## config.mk

```make
export PLATFORM = sky130hd
export DESIGN_NAME = ttest_hls_deadlock_report
export DESIGN_NICKNAME = d
export VERILOG_FILES = /design/src/rtl/ttest_hls_deadlock_report_pkg.sv /design/src/rtl/ttest_hls_deadlock_report_ts_counter.sv /design/src/rtl/ttest_hls_deadlock_report.sv
export SDC_FILE = /design/constraint.sdc
export NUM_CORES = 1
export LEC_CHECK = 0
export CORE_ASPECT_RATIO = 1.4
export CORE_MARGIN = 2
export CORE_UTILIZATION = 25
export DETAILED_ROUTE_END_ITERATION = 8
export PLACE_DENSITY = 0.54
export SYNTH_ARGS = -nofsm -noshare
export SYNTH_HDL_FRONTEND = slang
export SYNTH_SLANG_ARGS = --single-unit
```

## constraint.sdc

```tcl
create_clock -name clock -period 5.6 [get_ports clock]
set_input_delay 1.12 -clock clock [delete_from_list [all_inputs] [get_ports clock]]
set_output_delay 1.12 -clock clock [all_outputs]
set_load 0.02 [all_outputs]
```

## src/rtl/ttest_hls_deadlock_report_pkg.sv

```systemverilog
// ============================================================================
// Package : tTest_hls_deadlock_pkg
// Purpose : Shared types and default widths for the deadlock report block.
//           Provides the report FSM state enum and the default sizes of the
//           snapshot vectors, the event counter and the persistence counter.
// Ports   : none (package)
// Config  : TTEST_DEADLOCK_TIMESTAMP_EN is consumed by the top module only.
// Rev     : 1.0 - initial release
// ============================================================================
`default_nettype none

package tTest_hls_deadlock_pkg;

  localparam int DEF_NUM_PROC       = 12;
  localparam int DEF_NUM_AXIS       = 2;
  localparam int DEF_CNT_W          = 16;
  localparam int DEF_PERSIST_CYCLES = 16;

  // The persistence count must reach PERSIST_CYCLES-1, and the legal
  // maximum for PERSIST_CYCLES is 65535, so 16 bits always suffices.
  localparam int PCNT_W = 16;

  typedef enum logic [1:0] {
    MONITOR = 2'd0,
    QUALIFY = 2'd1,
    LATCHED = 2'd2
  } state_e;

endpackage

`default_nettype wire

```

## src/rtl/ttest_hls_deadlock_report_ts_counter.sv

```systemverilog
// ============================================================================
// Module  : tTest_hls_deadlock_ts_counter
// Purpose : Free-running CNT_W-bit cycle counter used as the detection
//           timestamp source. Zero after reset, +1 per clock, wraps.
// Ports   : clock  - rising-edge clock
//           reset  - synchronous active-low reset
//           count  - current counter value
// Config  : instantiated only when TTEST_DEADLOCK_TIMESTAMP_EN is defined.
// Rev     : 1.0 - initial release
// ============================================================================
`default_nettype none

module tTest_hls_deadlock_ts_counter
  import tTest_hls_deadlock_pkg::*;
#(
  parameter int CNT_W = DEF_CNT_W
) (
  input  logic             clock,
  input  logic             reset,
  output logic [CNT_W-1:0] count
);

  logic [CNT_W-1:0] r_count;

  always_ff @(posedge clock) begin
    if (!reset) begin
      r_count <= '0;
    end else begin
      r_count <= r_count + CNT_W'(1);
    end
  end

  assign count = r_count;

endmodule

`default_nettype wire

```

## src/rtl/ttest_hls_deadlock_report.sv

```systemverilog
// ============================================================================
// Module  : ttest_hls_deadlock_report
// Purpose : Qualifies the deadlock monitor's block output over
//           PERSIST_CYCLES consecutive cycles, then freezes a snapshot of the
//           idle / channel-block / AXIS-block vectors, raises a sticky flag
//           and a one-cycle interrupt, and holds everything until software
//           clears it through clr_req / clr_ack.
// Ports   : clock           - rising-edge clock
//           reset           - synchronous active-low reset
//           block_in        - monitor block output
//           inst_idle_sigs  - per-process idle vector
//           inst_block_sigs - per-process channel-block vector
//           axis_block_sigs - AXIS block vector
//           clr_req         - level clear request (acted on only when latched)
//           clr_ack         - one-cycle pulse when a clear is taken
//           deadlock_flag   - sticky detection flag
//           deadlock_irq    - one-cycle pulse per detection
//           snap_idle/snap_block/snap_axis - vectors captured at detection
//           event_cnt       - saturating detection count since reset
//           snap_ts         - cycle timestamp of the detection
// Config  : TTEST_DEADLOCK_TIMESTAMP_EN - builds the cycle counter feeding
//           snap_ts; when undefined snap_ts is constant zero.
// Rev     : 1.0 - initial release
// ============================================================================
`default_nettype none

module ttest_hls_deadlock_report
  import tTest_hls_deadlock_pkg::*;
#(
  parameter int NUM_PROC       = DEF_NUM_PROC,
  parameter int NUM_AXIS       = DEF_NUM_AXIS,
  parameter int PERSIST_CYCLES = DEF_PERSIST_CYCLES,
  parameter int CNT_W          = DEF_CNT_W
) (
  input  logic                clock,
  input  logic                reset,
  input  logic                block_in,
  input  logic [NUM_PROC-1:0] inst_idle_sigs,
  input  logic [NUM_PROC-1:0] inst_block_sigs,
  input  logic [NUM_AXIS-1:0] axis_block_sigs,
  input  logic                clr_req,
  output logic                clr_ack,
  output logic                deadlock_flag,
  output logic                deadlock_irq,
  output logic [NUM_PROC-1:0] snap_idle,
  output logic [NUM_PROC-1:0] snap_block,
  output logic [NUM_AXIS-1:0] snap_axis,
  output logic [CNT_W-1:0]    event_cnt,
  output logic [CNT_W-1:0]    snap_ts
);

  localparam logic [PCNT_W-1:0] c_pcnt_last = PCNT_W'(PERSIST_CYCLES - 1);
  localparam logic              c_single    = 1'(PERSIST_CYCLES == 1);
  localparam logic [CNT_W-1:0]  c_cnt_max   = '1;

  state_e               r_state;
  logic [PCNT_W-1:0]    r_pcnt;
  logic                 r_flag;
  logic                 r_irq;
  logic                 r_ack;
  logic [NUM_PROC-1:0]  r_snap_idle;
  logic [NUM_PROC-1:0]  r_snap_block;
  logic [NUM_AXIS-1:0]  r_snap_axis;
  logic [CNT_W-1:0]     r_event_cnt;
  logic [CNT_W-1:0]     r_snap_ts;

  logic [CNT_W-1:0]     w_ts;
  logic                 w_detect;

`ifdef TTEST_DEADLOCK_TIMESTAMP_EN
  tTest_hls_deadlock_ts_counter #(
    .CNT_W (CNT_W)
  ) u_ts_counter (
    .clock (clock),
    .reset (reset),
    .count (w_ts)
  );
`else
  assign w_ts = '0;
`endif

  // Detection edge: either a single-cycle persistence requirement met
  // straight from MONITOR, or the last qualifying cycle in QUALIFY.
  assign w_detect = block_in &
                    (((r_state == MONITOR) & c_single) |
                     ((r_state == QUALIFY) & (r_pcnt == c_pcnt_last)));

  always_ff @(posedge clock) begin
    if (!reset) begin
      r_state      <= MONITOR;
      r_pcnt       <= '0;
      r_flag       <= 1'b0;
      r_irq        <= 1'b0;
      r_ack        <= 1'b0;
      r_snap_idle  <= '0;
      r_snap_block <= '0;
      r_snap_axis  <= '0;
      r_event_cnt  <= '0;
      r_snap_ts    <= '0;
    end else begin
      r_irq <= 1'b0;
      r_ack <= 1'b0;

      if (w_detect) begin
        r_state      <= LATCHED;
        r_pcnt       <= '0;
        r_flag       <= 1'b1;
        r_irq        <= 1'b1;
        r_snap_idle  <= inst_idle_sigs;
        r_snap_block <= inst_block_sigs;
        r_snap_axis  <= axis_block_sigs;
        r_snap_ts    <= w_ts;
        if (r_event_cnt != c_cnt_max) begin
          r_event_cnt <= r_event_cnt + CNT_W'(1);
        end
      end else begin
        case (r_state)
          MONITOR: begin
            if (block_in) begin
              r_state <= QUALIFY;
              r_pcnt  <= PCNT_W'(1);
            end
          end
          QUALIFY: begin
            if (!block_in) begin
              r_state <= MONITOR;
              r_pcnt  <= '0;
            end else begin
              r_pcnt <= r_pcnt + PCNT_W'(1);
            end
          end
          LATCHED: begin
            // Snapshot registers are deliberately left untouched on clear.
            if (clr_req) begin
              r_state <= MONITOR;
              r_flag  <= 1'b0;
              r_ack   <= 1'b1;
            end
          end
          default: begin
            r_state <= MONITOR;
            r_pcnt  <= '0;
          end
        endcase
      end
    end
  end

  assign clr_ack       = r_ack;
  assign deadlock_flag = r_flag;
  assign deadlock_irq  = r_irq;
  assign snap_idle     = r_snap_idle;
  assign snap_block    = r_snap_block;
  assign snap_axis     = r_snap_axis;
  assign event_cnt     = r_event_cnt;
  assign snap_ts       = r_snap_ts;

endmodule

`default_nettype wire

```

==> impl_metrics.py, run 1 <==
metrics = {
    "status": {
        "status": "finished, final reports clean",
    },
    "routing": {
        "final_antenna_net_count": 0,
        "wl_per_cell_um": 13.81,
        "drt_iter0_markers": 117,
        "routed_wl_um": 8011,
        "vias": 2797,
        "firstDrtPassIters": 4,
        "viasPerCell": 4.822,
        "post-route-drc-count": 0,
    },
    "logic_synthesis": {
        "syn_area_um2": 2918,
        "yosys.cell_types.count": 45,
        "synth_seq_cells": 63,
        "synth_top_area_share_pct": 43.22,
        "synth_edf_count": 0,
        "netlist_instances": 367,
        "yosys_warnings": 0,
        "ys.flop_type": "dfxtp_1",
        "postSynth.asyncResetShare_pct": 0,
        "yosysMostFrequentCell": "nand2_1",
        "yosys-top-cells-count": "68 x nand2_1, 63 x dfxtp_1, 44 x a21oi_1, 22 x nor2_1, 19 x clkbuf_1",
        "synth_largest_area_cell": "dfxtp_1",
        "syn_avg_cell_area_um2": 7.950,
        "netlist_top_cells_area": "dfxtp_1 43%, nand2_1 8.7%, a21oi_1 7.5%, buf_4 4.1%, nand3_1 3.1%",
        "ys_seq_area_share_pct": 43.22,
    },
    "cts": {
        "cts_buffers": 9,
        "clock_sink_count": 63,
        "clock_latency_ns": 0.33,
        "clkTransAtPathRegs_ns": 0.05,
        "hold_buffers": 0,
        "cts_resized": 0,
        "post_cts_buffers": 0,
        "root_buffer": "clkbuf_16",
        "cts_tree": "built",
        "htreeDepth": 3,
        "cts_buffer_depth": 2,
    },
    "global_route": {
        "antenna_found_initial": 0,
        "grt_max_degree": 30,
        "grt_pass1_vias": 2566,
        "track_usage_pct": 12.85,
        "overflow": 0,
        "grt_pass1_wl_um": 12780,
    },
    "pwr": {
        "p_int_uw": 836.0,
        "power_density_nw_per_um2": 264.9,
        "report.power.total_mw": 1.061,
        "switchingPower_uw": 224.8,
        "p_leak_nw": 1.373,
        "p_sw_share_pct": 21.19,
        "pwr-share-seq_pct": 42.5,
        "combPwrFrac_pct": 4.6,
        "clockPowerShare_pct": 52.9,
        "ir_drop_v": 0.00008995,
    },
    "critical_path": {
        "crit_chain": "clkdlybuf4s50_1 -> nand3b_1 -> nor2_1 -> nand4_1 -> buf_4 -> or4_1 -> a21oi_1",
        "cp.required_ns": 5.86,
        "r2r_end": "event_cnt[2]$_SDFFE_PN0P_",
        "reg2reg_depth": 6,
        "cp-end-kind": "register",
        "critPathKind": "input pin to register",
        "arrival_ns": 3.85,
        "r2r_slack_ns": 2.84,
        "path_max_fanout": 23,
        "r2r_start": "r_state[0]$_SDFFE_PP0P_",
        "cpMaxStageDelayCell": "nand4_1",
        "cp-start-kind": "input pin",
        "crit_path_max_incr_delay_ns": 0.68,
    },
    "sta": {
        "max_slew_margin_pct": 24.88,
        "hold_viol": 0,
        "fin_crit_sh_pct": 64.14,
        "rsz0062_at_grt": "false",
        "final.setup.tns_ns": 0,
        "max_freq_mhz": 278.4,
        "tightest_slew_ns": 1.127,
        "setup_viol": 0,
        "drv_slew": 0,
        "clock_skew_ns": 0.004572,
        "period_needed_ns": 3.592,
    },
    "cells_and_area": {
        "diodes": 0,
        "syn2layout_area_growth_pct": 37.26,
        "nFillCells": 1181,
        "nNetsFinal": 464,
        "drive_gt1_share_pct": 4.817,
    },
    "hold_path": {
        "whs_path_depth": 2,
        "min_from": "snap_block[5]$_SDFFE_PN0P_",
        "worstHoldEndpoint": "snap_block[5]$_SDFFE_PN0P_",
        "hold_path_class": "register to register",
    },
    "floorplan": {
        "fp.dieW_um": 95.31,
        "die_y_um": 131.8,
        "start_util_pct": 25.73,
        "std_cell_rows": 46,
        "die_area_um2": 12560,
        "pin_count": 91,
        "fp.coreArea_um2": 11340,
    },
    "place": {
        "place_congestion": 0.9037,
        "dpl.hpwl_um": 5574,
        "portBuffers": 74,
    },
    "flow_run": {
        "drv_cap": 0,
    },
}
[placed cells by master (no fill, tap or decap), types with 7 or more instances in the layout]
master,Yosys,routed
o21ai_0,9,9
nand3_1,18,18
nor4_1,8,8
nand4_1,9,9
nor2_1,22,22
and3_1,10,10
clkbuf_16,0,9
nand2_1,68,68
a21oi_1,44,44
clkdlybuf4s50_1,0,74
dfxtp_1,63,63
conb_1,1,16
inv_1,7,7
[power groups by stage]
stage               registers, mW  logic (mW)  clock network [mW]
CTS                         0.451      0.0490               0.578
floorplan                   0.460      0.0319                   0
detailed placement          0.461      0.0487                   0
global route                0.451      0.0529               0.597
finish                      0.451      0.0488               0.561
global placement            0.461      0.0490                   0
[logic make-up after synthesis]
kind of cell / share of synthesized area [%]
other: 0.1285
flip-flops: 43.22
adder cells (fa/ha/maj): 0.8575
multiplexers: 1.029
XOR/XNOR: 2.401
AO/OA/AOI/OAI: 15.87
AND/OR/NAND/NOR: 28.34
buffers and inverters: 8.148
[sequential cells by signal (all words and copies together) (netlist names)]
signal	count
clr_ack	1
deadlock_flag	1
deadlock_irq	1
event_cnt	16
r_pcnt	16
r_state	2
snap_axis	2
snap_block	12
snap_idle	12
[metrics by stage]
stage / std cells / area (µm²) / worst slack, ns / hold WS [ns] / utilization [%]
2_1_floorplan: 382 / 2974 / 3.133 / 0.4608 / -
3_3_place_gp: 565 / 3706 / 1.733 / 0.4391 / 32.69
3_5_place_dp: 565 / 3706 / 1.694 / 0.4436 / 32.69
4_1_cts: 580 / 4005 / 2.024 / 0.4505 / 35.32
5_1_grt: 580 / 4005 / 1.702 / 0.4689 / 35.32
6_report: 580 / 4005 / 2.008 / 0.4472 / 35.32
[metal layers]
layer  track usage [%]  wire length, µm
met5                 0                0
met4             6.039              214
met3             3.716              470
met2             21.24             3946
met1             15.01             3379
[critical path: cells and delay by family]
kind | cells | cell delay [ns]
AO/OA/AOI/OAI | 1 | 0.14
buffers and inverters | 2 | 0.92
AND/OR/NAND/NOR | 4 | 1.67
[worst max-delay path by stage]
stage / end / cells past startpoint / slack (ns) / start
after CTS: event_cnt[2]$_SDFFE_PN0P_ / 7 / 2.02 / block_in
after global placement: event_cnt[2]$_SDFFE_PN0P_ / 7 / 1.73 / block_in
after detailed placement: event_cnt[2]$_SDFFE_PN0P_ / 7 / 1.69 / block_in
after global routing: r_pcnt[4]$_SDFFE_PP0P_ / 6 / 1.70 / block_in
final: event_cnt[2]$_SDFFE_PN0P_ / 7 / 2.01 / block_in
after floorplan: event_cnt[15]$_SDFFE_PN0P_ / 6 / 3.13 / block_in
[cell type report]
| type | count | area (µm²) | area share, % |
|---|---|---|---|
| inverters | 7 | 26.28 | 0.6560 |
| well taps | 144 | 180.2 | 4.499 |
| flip-flops and latches | 63 | 1261 | 31.49 |
| clock inverters | 3 | 42.54 | 1.062 |
| repair buffers | 77 | 763.2 | 19.06 |
| multi-input cells | 274 | 1475 | 36.83 |
| clock buffers | 12 | 256.5 | 6.404 |
Note: power is estimated with default switching activity, not from simulation.
==> run 2, diff against run 1 <==
- clock period: 5.6 -> 3.35 ns (I/O delays scaled with it)
==> run 2 against run 1 <==
Against the previous run:
- critical path type unchanged
- non-clock buffer count increased by 7
- largest power group unchanged
- clock power increased by 82%
- clock skew increased by 0.0025 ns
==> impl_metrics.py, run 2 (synthesized netlist as in run 1, its figures left out) <==
metrics = {
    "cts": {
        "clock_sink_count": 63,
        "cts_buffers": 9,
        "hold_buffers": 0,
        "clock_latency_ns": 0.33,
        "htreeDepth": 3,
        "cts_tree": "built",
        "post_cts_buffers": 0,
        "root_buffer": "clkbuf_16",
        "cts_buffer_depth": 2,
        "clkTransAtPathRegs_ns": 0.05,
        "cts_resized": 0,
    },
    "cells_and_area": {
        "final_common_cell": "clkdlybuf4s50_1",
        "drive_gt1_share_pct": 6.306,
        "nNetsFinal": 471,
        "multi_input_area_um2": 1475,
        "most-common-layout-cells": "74 x clkdlybuf4s50_1, 68 x nand2_1, 63 x dfxtp_1",
        "nFillCells": 1185,
        "diodes": 0,
        "syn2layout_area_growth_pct": 39.97,
        "seq_area_um2": 1261,
        "postLayoutCellArea_um2": 4084,
    },
    "sta": {
        "period_needed_ns": 2.261,
        "rsz0062_at_grt": "false",
        "final.setup.tns_ns": 0,
        "fin_ws_ns": 1.089,
        "drv_slew": 0,
        "fin_crit_sh_pct": 67.49,
        "setup_viol": 0,
        "clock_skew_ns": 0.007095,
        "max_freq_mhz": 442.3,
        "hold_viol": 0,
    },
    "place": {
        "portBuffers": 74,
        "placed_cell_area_um2": 3759,
        "place_ws_ns": 0.7839,
        "place_congestion": 0.8593,
        "dpl.hpwl_um": 5764,
    },
    "routing": {
        "wl_per_cell_um": 14.23,
        "viasPerCell": 4.813,
        "drt_iter0_markers": 139,
        "firstDrtPassIters": 4,
        "vias": 2830,
        "post-route-drc-count": 0,
        "final_antenna_net_count": 0,
        "routed_wl_um": 8365,
    },
    "pwr": {
        "p_int_mw": 1.481,
        "p_leak_nw": 1.423,
        "switchingPower_uw": 378.0,
        "pwr-share-seq_pct": 40.6,
        "power_density_nw_per_um2": 455.2,
        "clockPowerShare_pct": 54.8,
        "ir_drop_v": 0.0002268,
        "p_sw_share_pct": 20.33,
        "combPwrFrac_pct": 4.6,
        "report.power.total_mw": 1.859,
    },
    "hold_path": {
        "hold_path_class": "register to register",
    },
    "status": {
        "status": "finished, final reports clean",
    },
    "floorplan": {
        "start_util_pct": 25.73,
        "std_cell_rows": 46,
        "fp.coreArea_um2": 11340,
        "fp.dieW_um": 95.31,
        "die_y_um": 131.8,
        "die_area_um2": 12560,
        "pin_count": 91,
    },
    "critical_path": {
        "crit_path_max_incr_delay_ns": 0.52,
        "crit_chain": "clkdlybuf4s50_1 -> nand3b_1 -> nor2_1 -> nand4_1 -> buf_4 -> or4_1 -> a21oi_1",
        "cp-end-kind": "register",
        "path_max_fanout": 35,
        "cp.required_ns": 3.61,
        "critPathKind": "input pin to register",
        "cpMaxStageDelayCell": "or4_1",
        "cp-start-kind": "input pin",
        "arrival_ns": 2.52,
    },
    "global_route": {
        "grt_pass1_vias": 2611,
        "overflow": 0,
        "track_usage_pct": 13.58,
        "grt_max_degree": 36,
        "antenna_found_initial": 0,
        "grt_pass1_wl_um": 13210,
    },
    "flow_run": {
        "drv_cap": 0,
    },
}
-- run 2: final timing paths --
path / from / to / slack, ns / cells after the start
setup / recovery: block_in / event_cnt[15]$_SDFFE_PN0P_ / 1.09 / 7
hold / removal: snap_block[10]$_SDFFE_PN0P_ / snap_block[10]$_SDFFE_PN0P_ / 0.45 / 2
setup reg to reg: r_pcnt[0]$_SDFFE_PP0P_ / event_cnt[15]$_SDFFE_PN0P_ / 1.25 / 7
hold reg to reg: snap_block[10]$_SDFFE_PN0P_ / snap_block[10]$_SDFFE_PN0P_ / 0.45 / 2
-- run 2: through the flow --
step / instances / utilization (%) / hold slack [ns]
final: 588 / 36.02 / 0.4490
after global routing: 588 / 36.02 / 0.4686
after CTS: 588 / 36.02 / 0.4494
after detailed placement: 572 / 33.15 / 0.4420
after global placement: 572 / 33.15 / 0.4385
after floorplan: 382 / - / 0.4608
-- run 2: cell type report --
| cell class | instances | area share, % |
|---|---|---|
| flip-flops and latches | 63 | 30.88 |
| clock inverters | 3 | 1.593 |
| multi-input cells | 274 | 36.12 |
| clock buffers | 13 | 6.373 |
| repair buffers | 84 | 19.98 |
| well taps | 144 | 4.412 |
| inverters | 7 | 0.6434 |
-- run 2: power by group through the flow --
stage / Sequential, mW / Combinational (mW) / Clock, mW
finish: 0.754 / 0.0855 / 1.02
global route: 0.754 / 0.0926 / 1.08
CTS: 0.754 / 0.0856 / 1.05
detailed placement: 0.770 / 0.0850 / 0
global placement: 0.770 / 0.0848 / 0
floorplan: 0.769 / 0.0534 / 0
-- run 2: layer usage --
metal / GRT usage [%] / vias up / share of wire [%]
met5: 0 / - / 0
met4: 7.568 / 0 / 2.9
met3: 2.630 / 15 / 5.4
met2: 22.14 / 89 / 50
met1: 16.41 / 1314 / 42
li1: - / 1412 / -
-- run 2: worst max-delay path: cells and delay by family --
family / cells / cell delay, ns
compound gates: 1 / 0.14
buf+inv: 2 / 0.77
simple gates: 4 / 0.93
==> run 3, diff against run 2 <==
- clock period: 3.35 -> 2.28 ns (I/O delays scaled with it)
==> run 3 against run 2 <==
Against the previous run:
- sequential cell count did not move
- combinational power up 51%
- design area is 1.3% higher
- clock skew decreased by 0.00083 ns
- critical path depth unchanged
- die area is the same
- sequential power grew 47%
- sequential share of layout area fell by 0.39 points
- clock power up 57%
- global-route usage is 0.21 points lower
- count of clock-buffer cells in the layout shrank 2
- critical path type is now register to register
- largest power group unchanged
- highest routed layer unchanged
==> impl_metrics.py, run 3 (synthesized netlist as in run 1, its figures left out) <==
metrics = {
    "floorplan": {
        "fp.coreArea_um2": 11340,
        "fp.dieW_um": 95.31,
        "start_util_pct": 25.73,
        "pin_count": 91,
        "std_cell_rows": 46,
        "die_y_um": 131.8,
        "die_area_um2": 12560,
    },
    "cells_and_area": {
        "most-common-layout-cells": "74 x clkdlybuf4s50_1, 68 x nand2_1, 63 x dfxtp_1",
        "nNetsFinal": 475,
        "syn2layout_area_growth_pct": 41.77,
        "drive_gt1_share_pct": 7.366,
        "diodes": 0,
        "final_common_cell": "clkdlybuf4s50_1",
        "nFillCells": 1166,
        "post-route-util_pct": 36.48,
    },
    "critical_path": {
        "cp-start-kind": "register",
        "path_max_fanout": 29,
        "crit_chain": "ha_1 -> nand3_1 -> nor2_1 -> nand4_1 -> buf_4 -> or4_1 -> a21oi_1",
        "cp-end-kind": "register",
        "arrival_ns": 2.27,
        "cpMaxStageDelayCell": "or4_1",
        "cp.required_ns": 2.55,
        "critPathKind": "register to register",
        "crit_path_max_incr_delay_ns": 0.51,
    },
    "global_route": {
        "grt_pass1_vias": 2701,
        "grt_pass1_wl_um": 13220,
        "track_usage_pct": 13.37,
        "grt_max_degree": 30,
        "overflow": 0,
        "antenna_found_initial": 0,
    },
    "cts": {
        "cts_buffer_depth": 2,
        "clkTransAtPathRegs_ns": 0.06,
        "cts_buffers": 9,
        "clock_latency_ns": 0.33,
        "htreeDepth": 3,
        "cts_resized": 0,
        "clock_sink_count": 63,
        "root_buffer": "clkbuf_16",
        "post_cts_buffers": 0,
        "cts_tree": "built",
        "hold_buffers": 0,
    },
    "sta": {
        "period_needed_ns": 2.001,
        "drv_slew": 0,
        "fin_crit_sh_pct": 87.76,
        "setup_viol": 0,
        "final.setup.tns_ns": 0,
        "hold_viol": 0,
        "clock_skew_ns": 0.006264,
        "max_freq_mhz": 499.8,
        "rsz0062_at_grt": "false",
    },
    "status": {
        "status": "finished, final reports clean",
    },
    "routing": {
        "routed_wl_um": 8285,
        "drt_iter0_markers": 160,
        "post-route-drc-count": 0,
        "wl_per_cell_um": 13.99,
        "vias": 2848,
        "viasPerCell": 4.811,
        "final_antenna_net_count": 0,
        "firstDrtPassIters": 4,
    },
    "place": {
        "portBuffers": 74,
        "place_congestion": 0.8390,
        "dpl.hpwl_um": 5782,
    },
    "pwr": {
        "power_density_nw_per_um2": 686.6,
        "ir_drop_v": 0.0002573,
        "p_leak_nw": 1.445,
    },
    "hold_path": {
        "hold_path_class": "register to register",
    },
    "flow_run": {
        "drv_cap": 0,
    },
}
## run 3: cell count changes in the layout (fill, tap and decap cells not counted)
cell and change:
buf_4 +4, clkinvlp_4 +2, bufinv_16 +1, clkbuf_1 -1
clkbuf_8 -1, clkinv_2 -1
## run 3: routing by layer
layer	wire length, µm	track usage, %
met1	3458	15.56
met2	4229	22.73
met3	475	3.488
met4	121	5.636
met5	0	0
## run 3: cell type report
cell class	instances	area, µm²	share of cell area (%)
inverter	7	26.28	0.6352
multi-input combinational	274	1475	35.66
tap	144	180.2	4.356
clock inverter	5	105.1	2.541
sequential	63	1261	30.49
clock buffer	11	242.7	5.868
timing repair buffer	88	845.8	20.45
## run 3: power breakdown
group | total (mW) | internal [mW] | switching [mW]
clock network | 1.60 | 1.10 | 0.506
registers | 1.11 | 1.10 | 0.00349
logic | 0.129 | 0.0588 | 0.0704
total | 2.84 | 2.26 | 0.580
## run 3: final timing paths
path / start / depth (start not counted) / end / slack, ns
worst max-delay path: r_pcnt[0]$_SDFFE_PP0P_ / 7 / event_cnt[15]$_SDFFE_PN0P_ / 0.28
worst max register to register: r_pcnt[0]$_SDFFE_PP0P_ / 7 / event_cnt[15]$_SDFFE_PN0P_ / 0.28
worst min-delay path: snap_idle[4]$_SDFFE_PN0P_ / 2 / snap_idle[4]$_SDFFE_PN0P_ / 0.45
worst min register to register: snap_idle[4]$_SDFFE_PN0P_ / 2 / snap_idle[4]$_SDFFE_PN0P_ / 0.45
## run 3: metrics by stage
| step | power [mW] | area, µm² | hold slack (ns) | setup WS [ns] | std cells |
|---|---|---|---|---|---|
| floorplan | 1.209 | 2974 | 0.4608 | 0.2803 | 382 |
| detailed placement | 1.260 | 3789 | 0.4453 | 0.004249 | 576 |
| finish | 2.840 | 4136 | 0.4492 | 0.2792 | 592 |
| global route | 2.935 | 4136 | 0.4757 | 0.03745 | 592 |
| global placement | 1.259 | 3789 | 0.4382 | -0.02132 | 576 |
| CTS | 2.873 | 4136 | 0.4525 | 0.2657 | 592 |
## run 3: worst max-delay path: cells and delay by family (launching register included)
family	cells	cell delay, ns
AOI/OAI and AO/OA	1	0.14
DFF	1	0.39
adders and majority gates	1	0.22
buffers and inverters	1	0.25
and+or+nand+nor	4	0.92
